<file path="src/rtl/spn_cipher_iter_if.sv">
// Valid/ready bus for the iterative SPN cipher engine.
// The upstream block producer and downstream consumer drive opposite sides.
// Optional macro SPN_DECRYPT_EN adds the per-block mode bit (0=encrypt, 1=decrypt).
interface spn_cipher_iter_if #(
  parameter int unsigned WIDTH = 16
);
  logic             in_valid;
  logic             in_ready;
  logic [WIDTH-1:0] data_in;
  logic [WIDTH-1:0] key;
  logic             out_valid;
  logic             out_ready;
  logic [WIDTH-1:0] cipher_out;
  logic [7:0]       checksum;
`ifdef SPN_DECRYPT_EN
  logic             mode;

  modport master (
    output in_valid, data_in, key, mode, out_ready,
    input  in_ready, out_valid, cipher_out, checksum
  );
  modport slave (
    input  in_valid, data_in, key, mode, out_ready,
    output in_ready, out_valid, cipher_out, checksum
  );
`else
  modport master (
    output in_valid, data_in, key, out_ready,
    input  in_ready, out_valid, cipher_out, checksum
  );
  modport slave (
    input  in_valid, data_in, key, out_ready,
    output in_ready, out_valid, cipher_out, checksum
  );
`endif
endinterface

</file>
<file path="src/rtl/spn_cipher_iter.sv">
// Iterative SPN cipher engine, one round per clock, valid/ready on both sides.
// Result carries an XOR-folded integrity byte of (cipher_out ^ latched key).
// Optional macro SPN_DECRYPT_EN adds a decrypt path selected per block by bus.mode.
module spn_cipher_iter #(
  parameter int unsigned WIDTH  = 16,
  parameter int unsigned ROUNDS = 4
) (
  input logic              clk,
  input logic              rst,
  spn_cipher_iter_if.slave bus
);

  localparam int unsigned Half      = WIDTH / 2;
  localparam logic [3:0]  LastRnd   = 4'(ROUNDS - 1);
  localparam logic [3:0]  WhitenRnd = 4'(ROUNDS);

  typedef enum logic [1:0] {StIdle, StRun, StDone} state_e;

  state_e           fsm_q, fsm_d;
  logic [WIDTH-1:0] blk_q, blk_d;
  logic [WIDTH-1:0] key_q, key_d;
  logic [WIDTH-1:0] cipher_q, cipher_d;
  logic [7:0]       checksum_q, checksum_d;
  logic [3:0]       rnd_q, rnd_d;
  logic             out_valid_q, out_valid_d;

  logic             in_ready;
  logic             accept;
  logic [3:0]       round_idx;
  logic [WIDTH-1:0] round_key;
  logic [WIDTH-1:0] load_blk;
  logic [WIDTH-1:0] round_out;
  logic [WIDTH-1:0] final_out;
`ifdef SPN_DECRYPT_EN
  logic             mode_q, mode_d;
`endif

  function automatic logic [WIDTH-1:0] rol(logic [WIDTH-1:0] v, logic [3:0] amt);
    logic [2*WIDTH-1:0] dbl;
    int unsigned        sh;
    sh  = 32'(amt) % WIDTH;
    dbl = {v, v} << sh;
    return dbl[2*WIDTH-1:WIDTH];
  endfunction

  function automatic logic [3:0] sbox4(logic [3:0] x);
    logic [3:0] y;
    case (x)
      4'h0: y = 4'hE;  4'h1: y = 4'h4;  4'h2: y = 4'hD;  4'h3: y = 4'h1;
      4'h4: y = 4'h2;  4'h5: y = 4'hF;  4'h6: y = 4'hB;  4'h7: y = 4'h8;
      4'h8: y = 4'h3;  4'h9: y = 4'hA;  4'hA: y = 4'h6;  4'hB: y = 4'hC;
      4'hC: y = 4'h5;  4'hD: y = 4'h9;  4'hE: y = 4'h0;  default: y = 4'h7;
    endcase
    return y;
  endfunction

  function automatic logic [WIDTH-1:0] sbox_layer(logic [WIDTH-1:0] x);
    logic [WIDTH-1:0] y;
    y = '0;
    for (int n = 0; n < int'(WIDTH / 4); n++) y[4*n +: 4] = sbox4(x[4*n +: 4]);
    return y;
  endfunction

  // Low half goes to the even-from-top bits, high half interleaves below it.
  function automatic logic [WIDTH-1:0] perm(logic [WIDTH-1:0] x);
    logic [WIDTH-1:0] y;
    y = '0;
    for (int i = 0; i < int'(Half); i++) begin
      y[WIDTH-1-2*i] = x[i];
      y[WIDTH-2-2*i] = x[Half+i];
    end
    return y;
  endfunction

  function automatic logic [7:0] fold(logic [WIDTH-1:0] x);
    logic [7:0] f;
    f = '0;
    for (int b = 0; b < int'(WIDTH / 8); b++) f ^= x[8*b +: 8];
    return f;
  endfunction

`ifdef SPN_DECRYPT_EN
  function automatic logic [3:0] inv_sbox4(logic [3:0] x);
    logic [3:0] y;
    case (x)
      4'h0: y = 4'hE;  4'h1: y = 4'h3;  4'h2: y = 4'h4;  4'h3: y = 4'h8;
      4'h4: y = 4'h1;  4'h5: y = 4'hC;  4'h6: y = 4'hA;  4'h7: y = 4'hF;
      4'h8: y = 4'h7;  4'h9: y = 4'hD;  4'hA: y = 4'h9;  4'hB: y = 4'h6;
      4'hC: y = 4'hB;  4'hD: y = 4'h2;  4'hE: y = 4'h0;  default: y = 4'h5;
    endcase
    return y;
  endfunction

  function automatic logic [WIDTH-1:0] inv_sbox_layer(logic [WIDTH-1:0] x);
    logic [WIDTH-1:0] y;
    y = '0;
    for (int n = 0; n < int'(WIDTH / 4); n++) y[4*n +: 4] = inv_sbox4(x[4*n +: 4]);
    return y;
  endfunction

  function automatic logic [WIDTH-1:0] inv_perm(logic [WIDTH-1:0] y);
    logic [WIDTH-1:0] x;
    x = '0;
    for (int i = 0; i < int'(Half); i++) begin
      x[i]      = y[WIDTH-1-2*i];
      x[Half+i] = y[WIDTH-2-2*i];
    end
    return x;
  endfunction
`endif

  // Handshake: ready only when idle or when the held result retires this cycle.
  always_comb begin
    in_ready = !rst && ((fsm_q == StIdle) || ((fsm_q == StDone) && bus.out_ready));
    accept   = bus.in_valid && in_ready;
  end

  // Round datapath; decrypt walks the round keys backwards and pre-whitens on load.
  always_comb begin
    round_idx = rnd_q;
    load_blk  = bus.data_in;
`ifdef SPN_DECRYPT_EN
    if (mode_q) round_idx = LastRnd - rnd_q;
    if (bus.mode) load_blk = bus.data_in ^ rol(bus.key, WhitenRnd);
`endif
    round_key = rol(key_q, round_idx);
    round_out = perm(sbox_layer(blk_q ^ round_key));
    final_out = round_out ^ rol(key_q, WhitenRnd);
`ifdef SPN_DECRYPT_EN
    if (mode_q) begin
      round_out = inv_sbox_layer(inv_perm(blk_q)) ^ round_key;
      final_out = round_out;
    end
`endif
  end

  // Next-state for the control FSM and all datapath registers.
  always_comb begin
    fsm_d       = fsm_q;
    blk_d       = blk_q;
    key_d       = key_q;
    cipher_d    = cipher_q;
    checksum_d  = checksum_q;
    rnd_d       = rnd_q;
    out_valid_d = out_valid_q;
`ifdef SPN_DECRYPT_EN
    mode_d      = mode_q;
`endif
    unique case (fsm_q)
      StRun: begin
        blk_d = round_out;
        rnd_d = rnd_q + 4'd1;
        if (rnd_q == LastRnd) begin
          cipher_d    = final_out;
          checksum_d  = fold(final_out ^ key_q);
          out_valid_d = 1'b1;
          fsm_d       = StDone;
        end
      end
      StDone: begin
        if (bus.out_ready) begin
          out_valid_d = 1'b0;
          fsm_d       = StIdle;
        end
      end
      default: ;
    endcase
    // Accept overrides the idle/retire path, giving back-to-back from StDone.
    if (accept) begin
      blk_d = load_blk;
      key_d = bus.key;
      rnd_d = 4'd0;
      fsm_d = StRun;
`ifdef SPN_DECRYPT_EN
      mode_d = bus.mode;
`endif
    end
  end

  // State registers with synchronous reset; reset drops any in-flight block.
  always_ff @(posedge clk) begin
    if (rst) begin
      fsm_q       <= StIdle;
      blk_q       <= '0;
      key_q       <= '0;
      cipher_q    <= '0;
      checksum_q  <= '0;
      rnd_q       <= '0;
      out_valid_q <= 1'b0;
`ifdef SPN_DECRYPT_EN
      mode_q      <= 1'b0;
`endif
    end else begin
      fsm_q       <= fsm_d;
      blk_q       <= blk_d;
      key_q       <= key_d;
      cipher_q    <= cipher_d;
      checksum_q  <= checksum_d;
      rnd_q       <= rnd_d;
      out_valid_q <= out_valid_d;
`ifdef SPN_DECRYPT_EN
      mode_q      <= mode_d;
`endif
    end
  end

  assign bus.in_ready   = in_ready;
  assign bus.out_valid  = out_valid_q;
  assign bus.cipher_out = cipher_q;
  assign bus.checksum   = checksum_q;

endmodule
</file>
<file path="src/flat_wrapper.sv">
// flat-port wrapper written by rule: the top's interface ports become plain ports
module spn_cipher_iter_flat 
#(
  parameter int unsigned WIDTH  = 16,
  parameter int unsigned ROUNDS = 4
)
  (clk, rst, bus_in_valid, bus_data_in, bus_key, bus_out_ready, bus_in_ready, bus_out_valid, bus_cipher_out, bus_checksum);
  spn_cipher_iter_if #(.WIDTH(WIDTH)) bus_i ();
  input logic clk;
  input logic rst;
  input wire logic [$bits(bus_i.in_valid)-1:0] bus_in_valid;
  input wire logic [$bits(bus_i.data_in)-1:0] bus_data_in;
  input wire logic [$bits(bus_i.key)-1:0] bus_key;
  input wire logic [$bits(bus_i.out_ready)-1:0] bus_out_ready;
  output wire logic [$bits(bus_i.in_ready)-1:0] bus_in_ready;
  output wire logic [$bits(bus_i.out_valid)-1:0] bus_out_valid;
  output wire logic [$bits(bus_i.cipher_out)-1:0] bus_cipher_out;
  output wire logic [$bits(bus_i.checksum)-1:0] bus_checksum;
  assign bus_i.in_valid = bus_in_valid;
  assign bus_i.data_in = bus_data_in;
  assign bus_i.key = bus_key;
  assign bus_i.out_ready = bus_out_ready;
  assign bus_in_ready = bus_i.in_ready;
  assign bus_out_valid = bus_i.out_valid;
  assign bus_cipher_out = bus_i.cipher_out;
  assign bus_checksum = bus_i.checksum;
  spn_cipher_iter #(.WIDTH(WIDTH), .ROUNDS(ROUNDS)) u_core (.clk(clk), .rst(rst), .bus(bus_i));
endmodule
</file>
<file path="config.mk">
export PLATFORM = sky130hd
export DESIGN_NAME = spn_cipher_iter_flat
export DESIGN_NICKNAME = d
export VERILOG_FILES = /design/src/rtl/spn_cipher_iter_if.sv /design/src/rtl/spn_cipher_iter.sv /design/src/flat_wrapper.sv
export SDC_FILE = /design/constraint.sdc
export NUM_CORES = 1
export LEC_CHECK = 0
export CAP_MARGIN = 20
export CORE_MARGIN = 2
export CORE_UTILIZATION = 45
export DETAILED_ROUTE_END_ITERATION = 10
export DONT_BUFFER_PORTS = 1
export GPL_TIMING_DRIVEN = 0
export MAX_ROUTING_LAYER = met4
export PLACE_DENSITY = 0.58
export SYNTH_ARGS = -nofsm -noshare
export SYNTH_HDL_FRONTEND = slang
export SYNTH_SLANG_ARGS = --single-unit
</file>
<file path="constraint.sdc">
create_clock -name clk -period 6.8 [get_ports clk]
set_clock_uncertainty 0.05 [all_clocks]
set_input_delay 1.02 -clock clk [delete_from_list [all_inputs] [get_ports clk]]
set_output_delay 1.02 -clock clk [all_outputs]
set_load 0.02 [all_outputs]
</file>
Yosys cells after proc, flatten, opt, wreduce, memory -nomap -nowiden
Memories as Yosys holds them, arrays and structs flattened.
Index checks and enable logic that the tools add are counted.
{"block": "word_totals", "romBits": 256, "latch_bits": 0, "wordCells": 47, "regBits": 63, "inputBits": 36, "ram_bits": 0, "output_inout_bits": 26, "memories": 4}
{"memory": "(name not given)", "depth": 16, "width": 4, "rd": 1, "rd_ports_with_merged_regs": 0, "write_ports": 0, "line": "spn_cipher_iter.sv:48", "source": "case (x)"}
{"memory": "(name not given)", "depth": 16, "width": 4, "rd": 1, "rd_ports_with_merged_regs": 0, "write_ports": 0, "line": "spn_cipher_iter.sv:48"}
{"memory": "(name not given)", "depth": 16, "width": 4, "rd": 1, "rd_ports_with_merged_regs": 0, "write_ports": 0, "line": "spn_cipher_iter.sv:48"}
{"memory": "(name not given)", "depth": 16, "width": 4, "rd": 1, "rd_ports_with_merged_regs": 0, "write_ports": 0, "line": "spn_cipher_iter.sv:48"}
{"block": "op_classes", "n_reduce_logical": 13, "eq_ne": 7, "mux": 9, "bitwise_logic": 4, "n_div": 0, "shift": 1, "n_lt_le_gt_ge": 0, "n_mul": 0, "n_addsub": 1}
{"operator": "16-bit XOR", "count": 3}
{"operator": "16-bit two-way mux", "count": 2}
{"operator": "32-bit by 4-bit << shifter with 32-bit output", "count": 1}
{"operator": "8-bit XOR", "count": 1}
{"operator": "3-bit AND reduction", "count": 2}
{"operator": "4-bit by 1-bit adder with 4-bit output (second input constant)", "count": 1}
{"operator": "4-bit by 2-bit equality test with 1-bit output (second input constant)", "count": 1}
{"operator": "2-bit two-way mux", "count": 2}
{"operator": "2-bit one-hot mux with 2 select lines", "count": 1}
{"operator": "2-bit nonzero test", "count": 2}
{"operator": "1-bit logical AND", "count": 3}
{"operator": "1-bit two-way mux", "count": 3}
{"operator": "3-bit by 1-bit inequality test with 1-bit output (second input constant)", "count": 1}
{"operator": "3-bit by 2-bit inequality test with 1-bit output (second input constant)", "count": 1}
{"operator": "3-bit nonzero test", "count": 1}
{"operator": "2-bit by 1-bit equality test with 1-bit output (second input constant)", "count": 1}
{"operator": "2-bit equality test (second input constant)", "count": 1}
{"operator": "2-bit zero test", "count": 1}
{"operator": "2-bit by 1-bit inequality test with 1-bit output (second input constant)", "count": 1}
{"operator": "2-bit inequality test (second input constant)", "count": 1}
{"operator": "1-bit one-hot mux with 2 select lines", "count": 1}
{"operator": "2-bit AND reduction", "count": 1}
{"operator": "2-bit OR reduction", "count": 1}
{"operator": "1-bit zero test", "count": 1}
{"operator": "1-bit logical OR", "count": 1}

Logic depth before layout (Yosys ltp)
{"block": "depth", "ltp_word": 7, "depth_mapped": 14, "mapped_depth_nobuf": 12}

Worst setup path before layout
Ideal clock, no wire load.
{"block": "synth_path", "path_type": "register to register", "startpoint": "register u_core.rnd_q[1]", "endpoint": "register u_core.checksum_q[7] (netlist: u_core.bus.checksum[7])", "t_required_ns": 6.671, "period_less_slack_ns": 3.486, "setup_time_ns": 0.079, "setup_slack_ns": 3.314, "path_buffers": 2, "t_arrival_ns": 3.356, "path_stages_with_launch": 14, "cell_sequence": "dfxtp_1 -> buf_6 -> buf_6 -> mux4_2 -> mux4_2 -> xor2_1 -> inv_1 -> ha_1 -> or2_2 -> o221a_2 -> o2bb2ai_1 -> xnor2_1 -> xnor2_1 -> a211oi_2"}
{"block": "synth_via", "elab_chain_cells": 6, "elab_cells_between_ends": 9, "classes_between": "eq/ne (1); shift (1); bitwise (4); reduce/logical (1); memory (2)"}
{"item": "start: declaration", "line": "spn_cipher_iter.sv:24", "source": "logic [3:0] rnd_q, rnd_d;"}
{"item": "start signal: assignment", "line": "spn_cipher_iter.sv:199", "source": "rnd_q <= rnd_d;"}
{"item": "32-bit by 4-bit << shifter with 32-bit output", "line": "spn_cipher_iter.sv:42", "source": "dbl = {v, v} << sh;"}
{"item": "16-bit XOR", "line": "spn_cipher_iter.sv:127", "source": "round_out = perm(sbox_layer(blk_q ^ round_key));"}
{"item": "memory 16 x 4 bit"}
{"item": "16-bit XOR", "line": "spn_cipher_iter.sv:128", "source": "final_out = round_out ^ rol(key_q, WhitenRnd);"}
{"item": "16-bit XOR", "line": "spn_cipher_iter.sv:155", "source": "checksum_d = fold(final_out ^ key_q);"}
{"item": "8-bit XOR", "line": "spn_cipher_iter.sv:78", "source": "for (int b = 0; b < int'(WIDTH / 8); b++) f ^= x[8*b +: 8];"}
{"item": "end signal: assignment", "line": "spn_cipher_iter.sv:198", "source": "checksum_q <= checksum_d;"}
{"item": "end: declaration", "line": "spn_cipher_iter.sv:23", "source": "logic [7:0] checksum_q, checksum_d;"}
Several ways; a longest one is shown, not always the timed one.
A chain may end at the register's enable or synchronous reset.

Final worst setup path
{"block": "layout_path", "startpoint": "register u_core.rnd_q[2]", "endpoint": "register u_core.checksum_q[7] (netlist: u_core.bus.checksum[7])"}
Same word-level chain as after synthesis.

==> run metrics <==
status finished clean; WP buf/inv 3; Final Hold Violating Endpoints 0; hold buffers post-CTS 0; # setup viols final 0; fmax between 200 and 300 MHz; # diodes 0; Total GRT Usage approximately a quarter; CP max stage delay 0.53 ns; GP Congestion roughly 0.93; Die Y around 110 microns; startpoint types register; Final min period 3.96 ns; asr flop ratio synth 0%; Register-to-Register Setup Slack 2.84 ns; Worst VDD drop 0.000220 V; post-cts sizing count 0; DP Wirelength 9940 microns; Max-slew headroom about half; Cell Chain, Critical Path buf_2 -> buf_2 -> mux4_2 -> mux4_2 -> xor2_1 -> inv_1 -> ha_1 -> or2_2 -> o221a_2 -> o2bb2ai_1 -> xnor2_1 -> xnor2_1 -> a211oi_2; initial antenna violation count 0; Die W between 100 and 150 microns; Hold Crit Class register to register; post-synth cell types 49; Layout Utilization 49.3%; Routed wire per std cell about 20 microns; Seq/Total Area, Yosys roughly a quarter; post-route ant nets 0; RSZ-0062 raised after global routing no; CP arrival roughly 4.2 ns; I/O Buffers 0; drt first pass iters 4; total power 3110 uW; Top FF cell, synth dfxtp_1; FILL cells slightly above 1,000; largest net degree at the start of global routing 12; Cells after Synth around 500; Synth Cell Area just under 5000 sq um; CP top delay family multiplexers; vias per cell between 5 and 6; clock buffer count from CTS 9; crit-path max FO 10; CP max stage cell mux4_2; WL final 12,900 microns; Worst Hold Path EP u_core.fsm_q[0]; largest area contributor in the netlist dfxtp_1; crit end category register; Die ar. roughly 12,000 sq um; post-synth top area share between 20% and 30%; Synth Register Bits 63; Clock Pin Slew Worst Setup and Hold Paths roughly 0.07 ns; pin slew with the least headroom to its limit about 0.74 ns; DR DRC count 0; global-route wire length before repair approximately 20,000 microns; total gr overflow 0; synth warn 0; core region area 10,700 sq um; Starting Density 45.5%; clk sinks between 60 and 70; worst hold stages 2; Syn Area/Cell slightly below 10 sq um; top-level I/O count just over 60; critical path required time between 7 and 8 ns; number of global-route vias before repair roughly 3,700; Syn Nets 557; leading post-synthesis cells by cell area dfxtp_1 (26%), mux4_2 (12%), xnor2_1 (7.3%); Cell Rows 38; clk buf depth 2; crit share post-route roughly three fifths; FF-to-FF path depth 13; via count 3,766; Slew Limit Fails 0; H-tree depth 3; worst r2r dst u_core.bus.checksum[7]; Initial DRC Count between 300 and 400; CTS tree built; crit path kind register to register; Skew-Pair Late Insertion Delay between 0.3 and 0.4 ns; Root Buffer clkbuf_8; Post-synth EDFFs 0; final net count approximately 570; # Post-CTS Setup Buffers 0; layout cells sized above 1 between 10 and 15%; power density over the cells 586 nW/um^2; Area Overhead vs Synth 8.29%; Pleak about 0.0021 uW; hold path start u_core.fsm_q[0]; reg2reg start u_core.rnd_q[2]; setup TNS 0 ns; maxcap violations 0; Hold WS about 0.50 ns
[state kept, by name, indices dropped and copies added, names as in the netlist]
signal                 cells
u_core.bus.cipher_out     16
u_core.rnd_q               4
u_core.fsm_q               2
u_core.bus.checksum        8
u_core.blk_q              16
u_core.key_q              16
u_core.bus.out_valid       1
[worst reg2reg max path, cell delays in order, from the launching register on]
cell and delay [ns]:
dfxtp_1 0.35, buf_2 0.25, buf_2 0.30, mux4_2 0.39, mux4_2 0.53, xor2_1 0.30, inv_1 0.17, ha_1 0.22
or2_2 0.27, o221a_2 0.22, o2bb2ai_1 0.24, xnor2_1 0.21, xnor2_1 0.17, a211oi_2 0.23
[layout by cell type (no fill, tap or decap), types with 4 or more instances in the layout]
cell type / instances
clkbuf_8: 10
xnor2_4: 6
xnor2_1: 41
a21oi_1: 22
o21ai_0: 5
buf_2: 4
mux4_1: 7
mux4_2: 25
nand2_1: 62
nand3_1: 4
xnor2_2: 5
nor2_1: 47
clkbuf_1: 18
nand3b_1: 17
inv_1: 25
mux2i_1: 28
mux2_2: 4
xor2_1: 14
a211oi_1: 23
buf_1: 4
ha_1: 25
nor3_1: 6
dfxtp_1: 63
[synth_stat cells, types with 2 or more instances]
master	count
ha_1	25
o211ai_1	3
nand2_1	62
o21ai_0	5
clkbuf_1	17
a211o_1	2
mux2i_4	2
xnor2_2	5
mux4_1	7
a211oi_1	23
xor2_1	14
inv_1	25
nand3_1	4
or2_2	2
xnor2_4	6
a221oi_2	3
buf_1	4
nor2_1	47
buf_6	2
xnor2_1	41
nor3_1	6
buf_2	4
and3_1	2
and2_1	3
xnor3_1	3
mux2_2	4
mux4_2	25
mux2i_1	28
dfxtp_1	63
nand3b_1	17
a211oi_2	2
a31oi_1	2
a21oi_1	22
[logic make-up after synthesis]
family                   synth area share [%]
buffers and inverters                    4.40
flip-flops                               25.8
multiplexers                             23.1
XOR/XNOR                                 16.3
AO/OA/AOI/OAI                            10.1
adder cells (fa/ha/maj)                  6.39
AND/OR/NAND/NOR                          13.9
[layout make-up]
class	instances	area [sq um]	area share [%]
plain buffers	27	121	2.29
clock buffers	11	141	2.67
inverters	25	93.8	1.77
flip-flops and latches	63	1260	23.8
well taps	140	175	3.31
clock inverters	5	81.3	1.54
multi-input cells	381	3420	64.5
repair buffers	1	7.51	0.142
[where the power goes]
group | internal (uW) | total, uW | switching [uW]
registers | 448 | 572 | 124
clock network | 217 | 374 | 157
logic | 986 | 2160 | 1170
total | 1650 | 3110 | 1450
[layer usage]
layer  track usage, %  wire length (microns)  vias to the layer above
met5                -                      0                        -
li1                 -                      -                     1784
met2             36.7                   6080                      140
met1             30.9                   5720                     1821
met4             7.97                    337                        0
met3             4.82                    800                       21
[how the worst max path moves through the flow]
stage	from	to	slack (ns)	depth (start not counted)
global placement	u_core.rnd_q[2]	u_core.bus.checksum[7]	2.90	13
CTS	u_core.rnd_q[2]	u_core.bus.checksum[7]	2.84	13
detailed placement	u_core.rnd_q[2]	u_core.bus.checksum[7]	2.86	13
floorplan	u_core.rnd_q[1]	u_core.bus.checksum[7]	3.31	13
finish	u_core.rnd_q[2]	u_core.bus.checksum[7]	2.84	13
global route	u_core.rnd_q[2]	u_core.bus.checksum[7]	2.57	13
[through the flow]
step / cells / cell area, sq um / setup slack (ns)
floorplan: 496 / 4890 / 3.31
global placement: 636 / 5070 / 2.90
detailed placement: 636 / 5070 / 2.86
CTS: 652 / 5290 / 2.84
global route: 653 / 5300 / 2.57
finish: 653 / 5300 / 2.84
(Power assumes the default switching activity.)
